==> config.mk <==
export PLATFORM = sky130hd
export DESIGN_NAME = pi_duty_controller
export DESIGN_NICKNAME = d
export VERILOG_FILES = /design/src/rtl/pi_pkg.sv /design/src/rtl/sat_clamp.sv /design/src/rtl/pi_duty_controller.sv
export SDC_FILE = /design/constraint.sdc
export NUM_CORES = 1
export LEC_CHECK = 0
export CAP_MARGIN = 20
export CORE_ASPECT_RATIO = 1.4
export CORE_MARGIN = 4
export CORE_UTILIZATION = 30
export CTS_CLUSTER_DIAMETER = 30
export DETAILED_ROUTE_END_ITERATION = 8
export PLACE_DENSITY = 0.48
export SLEW_MARGIN = 10
export SYNTH_ARGS = -nofsm -noshare
export SYNTH_HDL_FRONTEND = slang
export SYNTH_SLANG_ARGS = --single-unit
==> constraint.sdc <==
create_clock -name clk -period 3.1 [get_ports clk]
set_input_delay 0.465 -clock clk [delete_from_list [all_inputs] [get_ports clk]]
set_output_delay 0.465 -clock clk [all_outputs]
set_load 0.05 [all_outputs]
==> src/rtl/pi_pkg.sv <==
// Shared constants, FSM state encoding and sizing helper for the PI duty controller.
package pi_pkg;

  typedef logic [2:0] state_t;

  localparam state_t S_IDLE  = 3'd0;
  localparam state_t S_ERR   = 3'd1;
  localparam state_t S_PROP  = 3'd2;
  localparam state_t S_INTEG = 3'd3;
  localparam state_t S_SUM   = 3'd4;
  localparam state_t S_OUT   = 3'd5;

  localparam int DUTY_MAX_DEF = 250;
  localparam int PWM_SCALE    = 40;

  // Signed width needed to hold +/-(duty_max << frac), the integrator bound.
  function automatic int integ_limit_width(input int duty_max, input int frac);
    return $clog2(duty_max + 1) + frac + 1;
  endfunction

endpackage

==> src/rtl/sat_clamp.sv <==
// Signed saturating clamp of a W-bit two's-complement value into [LO, HI], resized to OW bits.
module sat_clamp #(
  parameter int W  = 16,
  parameter int OW = 16,
  parameter int LO = 0,
  parameter int HI = 255
) (
  input  logic [W-1:0]  value,
  output logic [OW-1:0] result
);

  localparam logic signed [W-1:0] LO_S = W'(LO);
  localparam logic signed [W-1:0] HI_S = W'(HI);

  logic signed [W-1:0] v;
  logic signed [W-1:0] sel;

  always_comb begin
    v = $signed(value);
    if (v < LO_S)
      sel = LO_S;
    else if (v > HI_S)
      sel = HI_S;
    else
      sel = v;
    result = OW'(sel);
  end

endmodule

==> src/rtl/pi_duty_controller.sv <==
// Multicycle PI controller producing a clamped PWM duty command once per sample strobe,
// with an anti-windup integrator bounded to +/-(DUTY_MAX << FRAC).
module pi_duty_controller
  import pi_pkg::*;
#(
  parameter int TP       = 8,
  parameter int N_in     = 8,
  parameter int KP       = 16,
  parameter int KI       = 2,
  parameter int FRAC     = 4,
  parameter int DUTY_MAX = DUTY_MAX_DEF,
  parameter int ACC_W    = 20
) (
  input  logic            clk,
  input  logic            reset,
  input  logic            sample_valid,
  input  logic [N_in-1:0] setpoint,
  input  logic [N_in-1:0] measurement,
  output logic [TP-1:0]   duty,
  output logic            duty_valid,
  output logic            busy
);

  localparam int KP_W   = $clog2(KP + 1) + 1;
  localparam int KI_W   = $clog2(KI + 1) + 1;
  localparam int P_W    = KP_W + N_in + 1;
  localparam int KT_W   = KI_W + N_in + 1;
  localparam int LIM_W  = integ_limit_width(DUTY_MAX, FRAC);
  localparam int MAX_IW = (ACC_W > KT_W) ? ((ACC_W > LIM_W) ? ACC_W : LIM_W)
                                         : ((KT_W > LIM_W) ? KT_W : LIM_W);
  // One guard bit over the widest operand so integ + KI*e cannot wrap before clamping.
  localparam int NEXT_W = MAX_IW + 1;
  localparam int SUM_W  = ((P_W > ACC_W) ? P_W : ACC_W) + 1;
  localparam int ILIM   = DUTY_MAX << FRAC;

  localparam logic signed [KP_W-1:0] KP_S = KP_W'(KP);
  localparam logic signed [KI_W-1:0] KI_S = KI_W'(KI);

  state_t                    state;
  logic signed [N_in:0]      e;
  logic signed [P_W-1:0]     p;
  logic signed [NEXT_W-1:0]  integ_next;
  logic signed [ACC_W-1:0]   integ;
  logic [TP-1:0]             u;

  logic signed [KT_W-1:0]    ki_term;
  logic signed [SUM_W-1:0]   sum_full;
  logic signed [SUM_W-1:0]   sum_shift;
  logic [ACC_W-1:0]          integ_clamped;
  logic [TP-1:0]             u_clamped;

  assign ki_term   = KI_S * e;
  assign sum_full  = SUM_W'(p) + SUM_W'(integ);
  assign sum_shift = sum_full >>> FRAC;
  assign busy      = (state != S_IDLE);

  sat_clamp #(.W(NEXT_W), .OW(ACC_W), .LO(-ILIM), .HI(ILIM)) integ_clamp (
    .value  (integ_next),
    .result (integ_clamped)
  );

  sat_clamp #(.W(SUM_W), .OW(TP), .LO(0), .HI(DUTY_MAX)) out_clamp (
    .value  (sum_shift),
    .result (u_clamped)
  );

  always_ff @(posedge clk or posedge reset) begin
    if (reset) begin
      state      <= S_IDLE;
      e          <= '0;
      p          <= '0;
      integ_next <= '0;
      integ      <= '0;
      u          <= '0;
      duty       <= '0;
      duty_valid <= 1'b0;
    end else begin
      duty_valid <= 1'b0;
      case (state)
        S_IDLE: begin
          if (sample_valid) begin
            e     <= $signed({1'b0, setpoint}) - $signed({1'b0, measurement});
            state <= S_ERR;
          end
        end
        S_ERR: begin
          p     <= KP_S * e;
          state <= S_PROP;
        end
        S_PROP: begin
          integ_next <= NEXT_W'(integ) + NEXT_W'(ki_term);
          state      <= S_INTEG;
        end
        S_INTEG: begin
          integ <= $signed(integ_clamped);
          state <= S_SUM;
        end
        S_SUM: begin
          u     <= u_clamped;
          state <= S_OUT;
        end
        S_OUT: begin
          duty       <= u;
          duty_valid <= 1'b1;
          state      <= S_IDLE;
        end
        default: state <= S_IDLE;
      endcase
    end
  end

endmodule

==> results.txt, run 1 <==
status: complete, no violations
worst rel slew slack: 0.456
largest net degree at the start of global routing: 35
total grt overflow: 0
sequential share of the synthesized area: 0.385
Final Cell Area: 5990 sq um
Core Util, Final: 0.356
Area Growth Syn to Fin: 16.8%
crit path launch type: flop
layout cells sized above 1: 0.0956
final setup vio count: 0
I/O Pins: 29
initial antenna violation count: 0
R2R cell count: 11
vias in the first global route: 4164
clock buffer depth: 2
worst clock skew: 0.00760 ns
worst endpoint data arrival time: 3.24 ns
Pleak: 2.88 nW
clock tree sinks: 79
router iterations before antenna repair: 4
crit path capture: u[2]$_DFFE_PP0N_
worst hold path type: reg2reg
Synth Cell Area: 5130 sq um
synthesized instance count: 555
XOR/XNOR Fraction of Synth Area: 0.0410
Period minus WS final: 2.96 ns
nets: 656
fraction of synthesized area in multiplexers: 0.0258
final worst setup slack: 0.139 ns
initial core utilization: 0.305
WS Path Type: reg2reg
footprint of the multi-input gates: 2980 sq um
Final Max Tran Viols: 0
FF-to-FF Start: integ[4]$_DFFE_PP0N_
Seq cells post-synth: 79
Critical Path RT: 3.38 ns
fmax: 0.338 GHz
commonest cells after routing, fill and taps aside: 79 x nand2_1, 79 x dfrtp_1, 43 x ha_1
Core ar.: 16800 sq um
Yosys warning count: 0
Tightest Pin Transition: 0.816 ns
EDFF count, synth: 0
Post-Syn Nets: 620
Row Count: 56
total inserted antenna cells: 0
number of CTS-inserted buffers: 9
via count: 4118
post-route clock period utilization: 0.955
Root Buffer: clkbuf_16
worst hold slack: 0.467 ns
FF-to-FF End: u[2]$_DFFE_PP0N_
reg-to-reg slack, setup: 0.14 ns
syn_area_per_cell: 9.25 sq um
WL final: 12200 microns
Worst Path Max Fanout: 8
CTS H-tree depth: 3
async set-reset flop share out of synthesis: 1.00
adder and majority gate portion of the synthesized area: 0.117
Skew-Pair Late Insertion Delay: 0.34 ns
Reg area: 1980 sq um
drt wl/cell: 15.3 microns
Place WS: 0.134 ns
Area after DPL: 5700 sq um
main combinational cell family by area after synthesis: compound AO/OA/AOI/OAI gates
RSZ-0062 raised after global routing: yes
CTS tree: built
total chip power: 0.00674 W
crit path capture type: flop
clock slew seen by the registers of the worst setup and hold paths: 0.07 ns
ys flop type: dfrtp_1
max_cap viols: 0
Post-Synth Simple-Gate Area: 0.161
# DRC: 0
Buffers on Ports: 28
DIE AREA: 19300 sq um
die width: 119 microns
Hold Fails Final Rpt: 0
Compound-Gate Fraction of Synth Area: 0.235
Yosys cell types: 70
crit path from: integ[4]$_DFFE_PP0N_
Iteration-0 DRC Markers: 173
hold_buf cts: 0
GRT Util Overall: 0.131
Post-DP HPWL: 9660 microns
ANT nets after route: 0
fill count: 1688
die height: 163 microns
wire length of the first global-routing pass: 20400 microns
PwrDens: 1120 nW/um^2
Max VDD drop: 0.000307 V
GP Congestion: 0.794
vias per cell: 5.15
## synthesized netlist by cell type (4+ instances only)
| library cell | instances | area [sq um] |
|---|---|---|
| o211ai_1 | 4 | 30.0 |
| dfrtp_1 | 79 | 1980 |
| o21ai_0 | 39 | 195 |
| a22o_1 | 5 | 43.8 |
| nand2_1 | 79 | 297 |
| nor3_1 | 12 | 60.1 |
| a21o_1 | 21 | 158 |
| inv_1 | 34 | 128 |
| mux2_2 | 10 | 113 |
| xnor2_1 | 13 | 114 |
| o31ai_1 | 7 | 52.6 |
| xor2_1 | 11 | 96.3 |
| nand2b_1 | 8 | 50.1 |
| o21ai_1 | 12 | 60.1 |
| a211oi_1 | 5 | 37.5 |
| ha_1 | 43 | 538 |
| nor3b_1 | 6 | 45.0 |
| clkbuf_1 | 13 | 48.8 |
| nor2_1 | 22 | 82.6 |
| a22oi_1 | 5 | 37.5 |
| a21oi_1 | 31 | 155 |
| nor2b_1 | 5 | 31.3 |
| and2_1 | 5 | 31.3 |
| or2_2 | 4 | 25.0 |
| nand3_1 | 4 | 20.0 |
| and3_1 | 7 | 43.8 |
## cell families after synthesis
| logic type | count (synthesis) |
|---|---|
| fa+ha+maj | 46 |
| flops | 79 |
| compound gates | 175 |
| mux | 12 |
| xor+xnor | 24 |
| buf+inv | 49 |
| simple gates | 170 |
## flip-flops by register name (all words and copies together), names as in the netlist
signal,cells
integ,20
e,9
integ_next,21
u,8
duty,8
state,3
duty_valid,1
p,9
## power by group
| group | internal [W] | leakage [nW] | switching [W] |
|---|---|---|---|
| Clock | 0.000577 | 0.145 | 0.000458 |
| Sequential | 0.00146 | 1.01 | 0.000400 |
| Combinational | 0.00162 | 1.72 | 0.00223 |
## worst max-delay path, stage by stage, from the launching register on
cell      delay, ns
dfrtp_1        0.39
ha_1           0.21
inv_1          0.07
fa_1           0.40
and2b_1        0.27
o211ai_1       0.11
nor2b_4        0.14
o211a_1        0.23
or3_4          0.38
a221o_2        0.42
nor2_1         0.13
a31o_1         0.15
## metal layers
layer  GRT usage  vias to the layer above  part of all wire
li1            -                     2074                 -
met1       0.149                     1958              0.43
met2       0.240                       61              0.52
met3      0.0215                       25             0.027
met4      0.0585                        0             0.029
met5           0                        -                 0
## final cells by class
type | count | area share
clock inverter | 6 | 0.00856
clock buffer | 10 | 0.0399
inverter | 35 | 0.0221
timing repair buffer | 39 | 0.0605
sequential | 79 | 0.330
tap | 203 | 0.0424
multi-input combinational | 427 | 0.497
## metrics by stage
stage | setup TNS, ns | instances
floorplan | 0 | 555
detailed placement | 0 | 783
finish | 0 | 799
global placement | 0 | 783
CTS | 0 | 799
global route | -0.0173 | 799
## what timing repair did
action / in CTS / in global routing
setup endpoints to repair: 0 / 8
setup buffers: 0 / 0
resized for setup: 0 / 2
## worst min path at each step
| stage | start | end | depth (start not counted) | slack [ns] |
|---|---|---|---|---|
| 2_1_floorplan | u[0]$_DFFE_PP0N_ | duty[0]$_DFFE_PP0P_ | 2 | 0.43 |
| 3_3_place_gp | duty[0]$_DFFE_PP0P_ | duty[0]$_DFFE_PP0P_ | 2 | 0.46 |
| 3_5_place_dp | u[0]$_DFFE_PP0N_ | duty[0]$_DFFE_PP0P_ | 2 | 0.46 |
| 4_1_cts | u[0]$_DFFE_PP0N_ | duty[0]$_DFFE_PP0P_ | 2 | 0.47 |
| 5_1_grt | duty[0]$_DFFE_PP0P_ | duty[0]$_DFFE_PP0P_ | 2 | 0.50 |
| 6_report | u[0]$_DFFE_PP0N_ | duty[0]$_DFFE_PP0P_ | 2 | 0.47 |
No activity file was read; power rests on OpenSTA's default activity.
==> inputs of run 2 (changes only) <==
--- a/config.mk
+++ b/config.mk
@@ -10,9 +10,9 @@
 export CORE_MARGIN = 4
 export CORE_UTILIZATION = 30
 export CTS_CLUSTER_DIAMETER = 30
+export CTS_CLUSTER_SIZE = 28
 export DETAILED_ROUTE_END_ITERATION = 8
 export PLACE_DENSITY = 0.48
-export SLEW_MARGIN = 10
 export SYNTH_ARGS = -nofsm -noshare
 export SYNTH_HDL_FRONTEND = slang
 export SYNTH_SLANG_ARGS = --single-unit
==> results of run 2 <==
The final DEF is identical to that of run 1; final timing and power are the same.
